<file path="config.mk">
export PLATFORM = sky130hd
export DESIGN_NAME = riscv_mdu
export DESIGN_NICKNAME = d
export VERILOG_FILES = /design/src/rtl/riscv_mdu_pkg.sv /design/src/rtl/riscv_mdu_sign.sv /design/src/rtl/riscv_mdu.sv
export SDC_FILE = /design/constraint.sdc
export NUM_CORES = 1
export LEC_CHECK = 0
export ABC_AREA = 1
export ABC_CLOCK_PERIOD_IN_PS = 6200
export CAP_MARGIN = 15
export CORE_MARGIN = 2
export CORE_UTILIZATION = 35
export CTS_CLUSTER_SIZE = 20
export DETAILED_ROUTE_END_ITERATION = 10
export GPL_TIMING_DRIVEN = 1
export SLEW_MARGIN = 20
export SYNTH_ARGS = -nofsm -noshare
export SYNTH_HDL_FRONTEND = slang
export SYNTH_HIERARCHICAL = 1
export SYNTH_SLANG_ARGS = --single-unit
</file>
<file path="constraint.sdc">
create_clock -name clk -period 6.2 [get_ports clk]
set_input_delay 0.62 -clock clk [delete_from_list [all_inputs] [get_ports clk]]
set_output_delay 0.62 -clock clk [all_outputs]
set_load 0.02 [all_outputs]
</file>
<file path="src/rtl/riscv_mdu_pkg.sv">
// riscv_mdu_pkg -- shared definitions for the RV32M multiply/divide unit.
//   MDU_* : RV32M funct3 operation encodings (MUL .. REMU = 0..7).
//   op_is_div   : operation belongs to the divide class.
//   op_is_rem   : operation returns the remainder.
//   op_signed_a : rs1 is interpreted as two's complement.
//   op_signed_b : rs2 is interpreted as two's complement.
package riscv_mdu_pkg;

   localparam logic [2:0] MDU_MUL    = 3'd0;
   localparam logic [2:0] MDU_MULH   = 3'd1;
   localparam logic [2:0] MDU_MULHSU = 3'd2;
   localparam logic [2:0] MDU_MULHU  = 3'd3;
   localparam logic [2:0] MDU_DIV    = 3'd4;
   localparam logic [2:0] MDU_DIVU   = 3'd5;
   localparam logic [2:0] MDU_REM    = 3'd6;
   localparam logic [2:0] MDU_REMU   = 3'd7;

   function automatic logic op_is_div(input logic [2:0] op);
      logic v;
      case (op)
         MDU_DIV, MDU_DIVU, MDU_REM, MDU_REMU: v = 1'b1;
         default:                              v = 1'b0;
      endcase
      return v;
   endfunction

   function automatic logic op_is_rem(input logic [2:0] op);
      logic v;
      case (op)
         MDU_REM, MDU_REMU: v = 1'b1;
         default:           v = 1'b0;
      endcase
      return v;
   endfunction

   // MUL is treated as signed; its low half is identical either way.
   function automatic logic op_signed_a(input logic [2:0] op);
      logic v;
      case (op)
         MDU_MUL, MDU_MULH, MDU_MULHSU, MDU_DIV, MDU_REM: v = 1'b1;
         default:                                         v = 1'b0;
      endcase
      return v;
   endfunction

   function automatic logic op_signed_b(input logic [2:0] op);
      logic v;
      case (op)
         MDU_MUL, MDU_MULH, MDU_DIV, MDU_REM: v = 1'b1;
         default:                             v = 1'b0;
      endcase
      return v;
   endfunction

endpackage

</file>
<file path="src/rtl/riscv_mdu_sign.sv">
// riscv_mdu_sign -- conditional two's-complement negation.
// Used both to take the magnitude of a signed operand and to restore the
// sign of a product, quotient or remainder.
//   i_val [W-1:0] : input value
//   i_neg         : 1 = negate, 0 = pass through
//   o_val [W-1:0] : result, modulo 2^W
module riscv_mdu_sign #(
   parameter int W = 32
) (
   input  logic [W-1:0] i_val,
   input  logic         i_neg,
   output logic [W-1:0] o_val
);

   logic [W-1:0] w_negated;

   assign w_negated = ~i_val + {{(W-1){1'b0}}, 1'b1};
   assign o_val     = i_neg ? w_negated : i_val;

endmodule

</file>
<file path="src/rtl/riscv_mdu.sv">
// riscv_mdu -- iterative RV32M multiply/divide unit, one result bit per cycle.
//   clk, rst_n          : clock (rising edge), asynchronous active-low reset
//   in_valid / in_ready : operation handshake (in_ready high only when idle)
//   op [2:0]            : RV32M funct3
//   a, b [XLEN-1:0]     : rs1 / rs2 operands
//   flush               : synchronous kill of the operation in flight
//   out_valid/out_ready : result handshake (out_valid high only when done)
//   result [XLEN-1:0]   : registered result, stable while waiting for out_ready
module riscv_mdu #(
   parameter int XLEN  = 32,
   parameter int CNT_W = $clog2(XLEN)
) (
   input  logic            clk,
   input  logic            rst_n,
   input  logic            in_valid,
   output logic            in_ready,
   input  logic [2:0]      op,
   input  logic [XLEN-1:0] a,
   input  logic [XLEN-1:0] b,
   input  logic            flush,
   output logic            out_valid,
   input  logic            out_ready,
   output logic [XLEN-1:0] result
);
   import riscv_mdu_pkg::*;

   localparam logic [1:0] ST_IDLE = 2'd0;
   localparam logic [1:0] ST_BUSY = 2'd1;
   localparam logic [1:0] ST_DONE = 2'd2;

   localparam logic [XLEN-1:0] MIN_NEG = {1'b1, {(XLEN-1){1'b0}}};
   localparam logic [XLEN-1:0] ALL_ONE = {XLEN{1'b1}};
   localparam logic [XLEN-1:0] ZERO    = {XLEN{1'b0}};

   logic [1:0]        r_state;
   logic [2:0]        r_op;
   logic [CNT_W-1:0]  r_cnt;
   logic [XLEN-1:0]   r_opnd;    // multiplicand |a| or divisor |b|
   logic [2*XLEN-1:0] r_acc;     // multiply: {partial high, remaining multiplier bits}
   logic [XLEN-1:0]   r_quot;    // divide: dividend bits shift out MSB, quotient bits shift in LSB
   logic [XLEN-1:0]   r_rem;     // divide: partial remainder (always < divisor)
   logic              r_neg_q;   // negate product / quotient
   logic              r_neg_r;   // negate remainder (follows dividend)
   logic [XLEN-1:0]   r_result;

   logic              w_a_neg;
   logic              w_b_neg;
   logic [XLEN-1:0]   w_a_abs;
   logic [XLEN-1:0]   w_b_abs;
   logic              w_b_zero;
   logic              w_ovf;
   logic              w_special;
   logic [XLEN-1:0]   w_special_res;

   logic [XLEN-1:0]   w_mul_add;
   logic [XLEN:0]     w_mul_hi;
   logic [2*XLEN-1:0] w_acc_next;

   logic [XLEN:0]     w_trial;
   logic              w_ge;
   logic [XLEN-1:0]   w_diff;
   logic [XLEN-1:0]   w_rem_next;
   logic [XLEN-1:0]   w_quot_next;

   logic [2*XLEN-1:0] w_prod_fix;
   logic [XLEN-1:0]   w_quot_fix;
   logic [XLEN-1:0]   w_rem_fix;
   logic [XLEN-1:0]   w_final;

   // ---------------- operand magnitudes ----------------
   assign w_a_neg = op_signed_a(op) & a[XLEN-1];
   assign w_b_neg = op_signed_b(op) & b[XLEN-1];

   riscv_mdu_sign #(.W(XLEN)) u_sign_a (.i_val(a), .i_neg(w_a_neg), .o_val(w_a_abs));
   riscv_mdu_sign #(.W(XLEN)) u_sign_b (.i_val(b), .i_neg(w_b_neg), .o_val(w_b_abs));

   // ---------------- single-cycle divide cases ----------------
   assign w_b_zero  = (b == ZERO);
   assign w_ovf     = op_signed_b(op) & (a == MIN_NEG) & (b == ALL_ONE);
   assign w_special = op_is_div(op) & (w_b_zero | w_ovf);

   // Result for divide-by-zero and signed overflow, which skip iteration.
   always_comb begin
      w_special_res = ZERO;
      if (w_b_zero) begin
         w_special_res = op_is_rem(op) ? a : ALL_ONE;
      end else begin
         w_special_res = op_is_rem(op) ? ZERO : a;
      end
   end

   // ---------------- shift-add multiply step ----------------
   // Multiplier bits sit in the low half and are consumed LSB-first; the
   // carry-extended high half shifts right together with them.
   assign w_mul_add  = r_acc[0] ? r_opnd : ZERO;
   assign w_mul_hi   = {1'b0, r_acc[2*XLEN-1:XLEN]} + {1'b0, w_mul_add};
   assign w_acc_next = {w_mul_hi, r_acc[XLEN-1:1]};

   // ---------------- restoring divide step ----------------
   // The XLEN+1-bit trial remainder can reach 2*divisor-1; when it is at
   // least the divisor the difference is below 2^XLEN, so XLEN bits suffice.
   assign w_trial     = {r_rem, r_quot[XLEN-1]};
   assign w_ge        = (w_trial >= {1'b0, r_opnd});
   assign w_diff      = w_trial[XLEN-1:0] - r_opnd;
   assign w_rem_next  = w_ge ? w_diff : w_trial[XLEN-1:0];
   assign w_quot_next = {r_quot[XLEN-2:0], w_ge};

   // ---------------- sign restoration on the final step ----------------
   riscv_mdu_sign #(.W(2*XLEN)) u_sign_p (.i_val(w_acc_next),  .i_neg(r_neg_q), .o_val(w_prod_fix));
   riscv_mdu_sign #(.W(XLEN))   u_sign_q (.i_val(w_quot_next), .i_neg(r_neg_q), .o_val(w_quot_fix));
   riscv_mdu_sign #(.W(XLEN))   u_sign_r (.i_val(w_rem_next),  .i_neg(r_neg_r), .o_val(w_rem_fix));

   // Select the architectural result from the sign-corrected datapath.
   always_comb begin
      w_final = ZERO;
      case (r_op)
         MDU_MUL:                        w_final = w_prod_fix[XLEN-1:0];
         MDU_MULH, MDU_MULHSU, MDU_MULHU: w_final = w_prod_fix[2*XLEN-1:XLEN];
         MDU_DIV, MDU_DIVU:              w_final = w_quot_fix;
         MDU_REM, MDU_REMU:              w_final = w_rem_fix;
         default:                        w_final = ZERO;
      endcase
   end

   // State machine, operand latch and iteration datapath.
   always_ff @(posedge clk or negedge rst_n) begin
      if (!rst_n) begin
         r_state  <= ST_IDLE;
         r_op     <= MDU_MUL;
         r_cnt    <= {CNT_W{1'b0}};
         r_opnd   <= ZERO;
         r_acc    <= {(2*XLEN){1'b0}};
         r_quot   <= ZERO;
         r_rem    <= ZERO;
         r_neg_q  <= 1'b0;
         r_neg_r  <= 1'b0;
         r_result <= ZERO;
      end else if (flush) begin
         r_state <= ST_IDLE;
      end else begin
         case (r_state)
            ST_IDLE: begin
               if (in_valid) begin
                  r_op    <= op;
                  r_neg_q <= w_a_neg ^ w_b_neg;
                  r_neg_r <= w_a_neg;
                  r_opnd  <= op_is_div(op) ? w_b_abs : w_a_abs;
                  r_acc   <= {ZERO, w_b_abs};
                  r_quot  <= w_a_abs;
                  r_rem   <= ZERO;
                  if (w_special) begin
                     r_result <= w_special_res;
                     r_state  <= ST_DONE;
                  end else begin
                     r_cnt   <= CNT_W'(XLEN - 1);
                     r_state <= ST_BUSY;
                  end
               end
            end
            ST_BUSY: begin
               r_acc  <= w_acc_next;
               r_quot <= w_quot_next;
               r_rem  <= w_rem_next;
               if (r_cnt == {CNT_W{1'b0}}) begin
                  r_result <= w_final;
                  r_state  <= ST_DONE;
               end else begin
                  r_cnt <= r_cnt - CNT_W'(1);
               end
            end
            ST_DONE: begin
               if (out_ready) begin
                  r_state <= ST_IDLE;
               end
            end
            default: r_state <= ST_IDLE;
         endcase
      end
   end

   assign in_ready  = (r_state == ST_IDLE);
   assign out_valid = (r_state == ST_DONE);
   assign result    = r_result;

endmodule

</file>
==> results.tsv, run 1 <==
metric	value	unit
Post-Syn Nets	4080	
Top FF cell, synth	dfrtp_1	
drt pass-1 iters	6	
flops & latches, synth	204	
final hold vios	0	
Critical Path End Type	flip-flop	
slowest stage delay, CP	500	ps
commonest non-fill, non-tap cells in the layout	1443 x nand2_1, 445 x nor2_1, 434 x inv_1	
run status	finished clean	
critical path class	reg -> reg	
Ys Warns	6	
GRT overflow	0	
CTS Buffer Depth	3	
Comb power frac	0.649	
CTS Buf Count	28	
CTS sink cnt	204	
Ant. Diodes	0	
HP Class	in -> async	
DRC	0	
CP Buf/Inv Count	3	
initial detailed-routing violation count	2667	
Initial Utilization	0.352	
HPWL Detailed	79000	µm
count of cell types in the netlist	49	
kind of start point of the critical path	flip-flop	
I/O Buffers	105	
core area	0.0654	mm²
largest net degree at the start of global routing	130	
switch share	0.555	
Worst Path Arrival	5290	ps
crit-path cells	inv_1 -> ha_1 -> nand2_1 -> nor2_2 -> nand2_1 -> nor3_2 -> nand2_4 -> nand2_8 -> nand2_1 -> and2_1 -> inv_1 -> ha_1 -> nand3_1 -> nand2_1 -> inv_2 -> nor2_2 -> nand3_1 -> nand2_1 -> nand2_1 -> nand3_1 -> a21oi_1 -> o2bb2ai_1 -> nand3_1 -> nand2_1	
post-synthesis sequential area ratio	0.222	
EDFF count, synth	0	
CP top delay family	simple AND/OR/NAND/NOR gates	
Final Net Count	4114	
pwr dens	458	mW/mm²
Slew headroom	0.359	
clock latency on the worst-skew pair	600	ps
Die Height	260	µm
cts hold-fix bufs	0	
Post-Syn Instances	3935	
maximum fanout along the worst path	35	
first-pass GRT wire length	149000	µm
postcts setup bufs	0	
Max-Cap Viols	0	
CTS tree	built	
RSZ-0062 raised after global routing	false	
Vias	25940	
Routed Antenna Nets	0	
post-CTS sizing	0	
initial antenna violation count	4	
Max Fclk	0.211	GHz
Tcrit/Tclk final	0.766	
placed cell area	0.0248	mm²
sequential share of power	0.200	
setup_tns	0	ps
sw power	6.57	mW
endpoints failing setup	0	
Die ar.	0.0678	mm²
Via density	5.34	
area grow syn2layout	12.4	%
Int Pwr	5.27	mW
syn_area_per_cell	5.85	µm²
row count	94	
vias in the first global route	23766	
CP dominant cell by count	nand2_1	
asr flop ratio synth	1.00	
CTS root buf	clkbuf_16	
# IOs	106	
GPL Wtd Cong	1.03	
Tmin final	4750	ps
aggregate global-route resource usage	0.288	
Clk pwr share	0.151	
clk slew on worst S/H paths	60	ps
Leak Pwr	13.2	nW
Fin Clk Skew	29.1	ps
Post-Route WL	98300	µm
commonest non-fill, non-tap cell in the layout	nand2_1	
Worst EP required	6740	ps
H-Tree Depth	1	
mapped cell area	0.0230	mm²
worst ir drop on vdd	0.248	mV
layout cells sized above 1	0.0737	
Max Slew Vio Count	0	
Slew @ Worst Pin	960	ps
wire per inst	20.3	µm
Die X	260	µm
Slowest cell on crit path	dfrtp_1	
post-route cell area	0.0259	mm²
[flip-flops by register name, summed over array words and instances, names as in the netlist]
register and cells:
r_rem 32, r_quot 32, r_acc 64, r_opnd 32, r_neg_q 1, r_cnt 5, r_neg_r 1, result 32
r_state 2, r_op 3
[power by group through the flow]
stage          combinational [mW]  clock [mW]  sequential (mW)
2_1_floorplan                5.03           0             2.21
3_3_place_gp                 7.47           0             2.38
3_5_place_dp                 7.43           0             2.37
4_1_cts                      7.48        1.83             2.36
5_1_grt                      8.40        1.87             2.42
6_report                     7.69        1.79             2.37
[worst paths after layout]
path	startpoint	endpoint	slack, ps	cells after the start
max	r_opnd[21]$_DFFE_PN0P_	result[22]$_DFFE_PN0P_	1450	24
min	rst_n	r_rem[15]$_DFFE_PN0P_	40	1
max reg2reg	r_opnd[21]$_DFFE_PN0P_	result[22]$_DFFE_PN0P_	1450	24
min reg2reg	result[11]$_DFFE_PN0P_	result[11]$_DFFE_PN0P_	470	2
max in group asynchronous	rst_n	result[2]$_DFFE_PN0P_	4920	2
min in group clk	result[11]$_DFFE_PN0P_	result[11]$_DFFE_PN0P_	470	2
[cells by family (layout without fill, tap and decap cells)]
group	after synthesis	in the layout	share of synthesized area
AND/OR/NAND/NOR	2481	2481	0.471
flip-flops	204	204	0.222
buffers and inverters	584	639	0.102
XOR/XNOR	121	121	0.0464
adder cells (fa/ha/maj)	73	73	0.0403
AO/OA/AOI/OAI	472	472	0.119
[final cells by class]
class	instances	area [µm²]
inverters	451	1710
repair buffers	137	1340
flip-flops and latches	204	5110
well taps	864	1080
multi-input cells	3147	15600
clock buffers	38	788
fillers	7248	39500
clock inverters	13	221
[stage by stage]
step / worst slack [ps] / instances / hold slack [ps] / utilization / power [mW]
after floorplan: 2810 / 3935 / 324 / - / 7.24
after global placement: 1520 / 4803 / 455 / 0.380 / 9.84
after detailed placement: 1550 / 4803 / 459 / 0.380 / 9.81
after CTS: 1550 / 4854 / 92.7 / 0.395 / 11.7
after global routing: 1150 / 4854 / 98.0 / 0.395 / 12.7
final: 1450 / 4854 / 42.2 / 0.395 / 11.8
[per-layer routing]
| layer | wire, µm | share of wire | global-route usage | vias to the layer above |
|---|---|---|---|---|
| li1 | - | - | - | 12552 |
| met1 | 42000 | 0.43 | 0.390 | 11990 |
| met2 | 42000 | 0.43 | 0.434 | 1167 |
| met3 | 7870 | 0.080 | 0.0451 | 229 |
| met4 | 6420 | 0.065 | 0.163 | 2 |
| met5 | 14 | 0.00014 | 0 | - |
[cells in the mapped netlist, types with 40 or more instances]
| library cell | number | area share |
|---|---|---|
| nor2_1 | 447 | 0.073 |
| nand3_1 | 291 | 0.063 |
| xnor2_1 | 58 | 0.022 |
| o211ai_1 | 40 | 0.013 |
| clkbuf_1 | 64 | 0.010 |
| nand4_1 | 52 | 0.014 |
| nand2_2 | 61 | 0.017 |
| o21ai_0 | 181 | 0.039 |
| nand2_1 | 1443 | 0.24 |
| inv_1 | 436 | 0.071 |
| dfrtp_1 | 204 | 0.22 |
| nor2_2 | 48 | 0.013 |
| a31oi_1 | 66 | 0.018 |
| buf_2 | 41 | 0.0089 |
| ha_1 | 71 | 0.039 |
| a21oi_1 | 127 | 0.028 |
| xor2_1 | 62 | 0.024 |
Power figures use the tool's default switching activity.
==> run 2, diff against run 1 <==
- ABC_CLOCK_PERIOD_IN_PS: 6200 -> 4450
- clock period: 6.2 -> 4.45 ns (I/O delays scaled with it)
==> run 2 against run 1 <==
Clock power is 31% higher. Die area stayed put. Design area is 1.2% higher. Clock skew is 1.9 ps higher. Global-route usage is 0.83 points higher. Clock-buffer cell count is 5 higher. Cell count is 0.87% higher. First-iteration DRC count is 11% higher. Critical endpoint is now result[14]$_DFFE_PN0P_. Highest routed layer is now met4.
==> results.tsv, run 2 (synthesis results as in run 1) <==
metric	value	unit	change
Post-Route WL	102000	µm	+4.1%
Fill cells	7357		+1.5%
CTS tree	built		
Leak Pwr	13.3	nW	+1.3%
row count	94		unchanged
HPWL Detailed	82800	µm	+4.8%
drt pass-1 iters	6		unchanged
CP Buf/Inv Count	4		+1
Initial Utilization	0.352		unchanged
vias in the first global route	23891		+0.53%
CTS Buf Count	28		unchanged
crit-path cells	buf_4 -> nand2_1 -> inv_1 -> ha_1 -> fa_1 -> nand3_1 -> nand2_2 -> nand2_1 -> o211ai_1 -> buf_4 -> xor2_1 -> inv_1 -> nor2_1 -> nand2_1 -> nor2_1 -> nand2_1 -> o21ai_1 -> nand2_1 -> xor2_1 -> a21oi_1 -> o2bb2ai_2 -> nand3_1 -> nand2_1		
I/O Buffers	105		unchanged
commonest non-fill, non-tap cells in the layout	1440 x nand2_1, 440 x nor2_1, 434 x inv_1		
Die X	260	µm	unchanged
slowest stage delay, CP	460	ps	-40 ps
DRC	0		unchanged
initial antenna violation count	3		-1
Slowest cell on crit path	dfrtp_2		
GRT overflow	0		unchanged
r2r endpoint	result[14]$_DFFE_PN0P_		
clk slew on worst S/H paths	60	ps	about the same
largest net degree at the start of global routing	161		+24%
sequential share of power	0.191		-0.009
Hold Path Sink	r_state[1]$_DFFE_PN0P_		
Worst EP required	4980	ps	-1760 ps
Worst Path Arrival	4740	ps	-550 ps
Slew headroom	0.297		-0.0619
CP dominant cell by count	nand2_1		
Comb power frac	0.670		+0.021
H-Tree Depth	1		unchanged
maximum fanout along the worst path	4		-89%
Hold WS	433	ps	+391 ps
Via density	5.33		-0.23%
switch share	0.557		+0.00249
Die ar.	0.0678	mm²	unchanged
kind of start point of the critical path	flip-flop		
CP top delay family	simple AND/OR/NAND/NOR gates		
Fin Clk Skew	31.0	ps	+1.94 ps
Routed Antenna Nets	0		unchanged
Tcrit/Tclk final	0.947		+0.181
CTS sink cnt	204		unchanged
Cells after DPL	4843		+0.83%
layout cells sized above 1	0.0854		+0.0117
reg2reg start	r_opnd[0]$_DFFE_PN0P_		
Vias	26104		+0.63%
RSZ-0062 raised after global routing	false		
first-pass GRT wire length	151000	µm	+1.5%
post-route cell area	0.0262	mm²	+1.2%
# IOs	106		unchanged
area grow syn2layout	13.7	%	
core area	0.0654	mm²	unchanged
setup_tns	0	ps	unchanged
GPL Wtd Cong	1.01		-2.4%
Int Pwr	7.47	mW	+42%
wire per inst	20.9	µm	+3.2%
critical path class	reg -> reg		
Clk pwr share	0.138		-0.013
pwr dens	645	mW/mm²	+41%
hold depth	2		
Max Fclk	0.237	GHz	+13%
endpoints failing setup	0		unchanged
placed cell area	0.0252	mm²	+1.3%
CTS root buf	clkbuf_16		
worst ir drop on vdd	0.396	mV	+60%
clock latency on the worst-skew pair	600	ps	about the same
final hold vios	0		unchanged
Max Slew Vio Count	0		unchanged
Max-Cap Viols	0		unchanged
commonest non-fill, non-tap cell in the layout	nand2_1		
Non-Filler Instances	4896		+0.87%
Tmin final	4210	ps	-536 ps
number of flip-flops in the largest register	64		unchanged
hold path start	out_ready		
R2R cell count	23		-4.2%
CTS Buffer Depth	3		unchanged
HP Class	in -> reg		
Die Height	260	µm	unchanged
initial detailed-routing violation count	2956		+11%
Top reg by flops	r_acc		
aggregate global-route resource usage	0.296		+0.00827
postcts setup bufs	0		unchanged
Final Net Count	4155		+1.0%
sw power	9.41	mW	+43%
run status	finished clean		
reg2reg setup slack	240	ps	-1210 ps
Slew @ Worst Pin	1050	ps	+92.7 ps
Critical Path End Type	flip-flop		
-- run 2: changes by cell type in the layout (fill, tap and decap cells not counted), sizes merged --
cell,previous run,this run
clkinv,8,4
clkinvlp,1,2
buf,33,73
diode,0,2
dlygate4sd3,0,1
bufinv,5,2
clkbuf,38,43
-- run 2: layout make-up --
cell class | instances | area, µm² | share of cell area
repair buffers | 178 | 1690 | 0.0646
multi-input cells | 3147 | 15600 | 0.598
flip-flops and latches | 204 | 5110 | 0.195
inverters | 451 | 1710 | 0.0655
clock inverters | 7 | 90.1 | 0.00344
diodes | 2 | 5.00 | 0.000191
clock buffers | 43 | 828 | 0.0317
well taps | 864 | 1080 | 0.0413
-- run 2: worst max-delay path by stage --
stage	startpoint	to	slack [ps]	depth (start not counted)
6_report	r_opnd[0]$_DFFE_PN0P_	result[14]$_DFFE_PN0P_	240	23
5_1_grt	r_opnd[25]$_DFFE_PN0P_	result[14]$_DFFE_PN0P_	20	24
4_1_cts	r_opnd[0]$_DFFE_PN0P_	result[22]$_DFFE_PN0P_	180	25
3_5_place_dp	r_opnd[4]$_DFFE_PN0P_	result[22]$_DFFE_PN0P_	210	27
3_3_place_gp	r_opnd[4]$_DFFE_PN0P_	result[14]$_DFFE_PN0P_	200	25
2_1_floorplan	r_acc[0]$_DFFE_PN0P_	result[21]$_DFFE_PN0P_	1060	27
-- run 2: stage by stage --
step,setup slack [ps],power [mW],util
after floorplan,1060,10.1,-
after global placement,196,14.2,0.385
after detailed placement,214,14.2,0.385
after CTS,176,16.6,0.399
after global routing,19.5,18.0,0.400
final,236,16.9,0.400
-- run 2: repair_timing --
item / CTS / global route
resized for setup: 0 / 21
endpoints found under the hold margin: 55 / 0
hold buffers: 1 / 0
endpoints found under the setup margin: 0 / 13
-- run 2: per-layer routing --
metal / track usage / share of wire / routed length (µm) / up-vias
met3: 0.0472 / 0.083 / 8470 / 253
met1: 0.400 / 0.43 / 43900 / 12085
li1: - / - / - / 12624
met4: 0.146 / 0.058 / 5950 / 0
met5: 0 / 0 / 0 / -
met2: 0.458 / 0.43 / 44000 / 1142
-- run 2: power by group through the flow --
stage / combinational [mW] / clock [mW] / sequential, mW
after floorplan: 7.01 / 0 / 3.08
after global placement: 10.9 / 0 / 3.22
after detailed placement: 10.9 / 0 / 3.24
after CTS: 11.0 / 2.38 / 3.22
after global routing: 12.2 / 2.45 / 3.31
final: 11.3 / 2.34 / 3.23
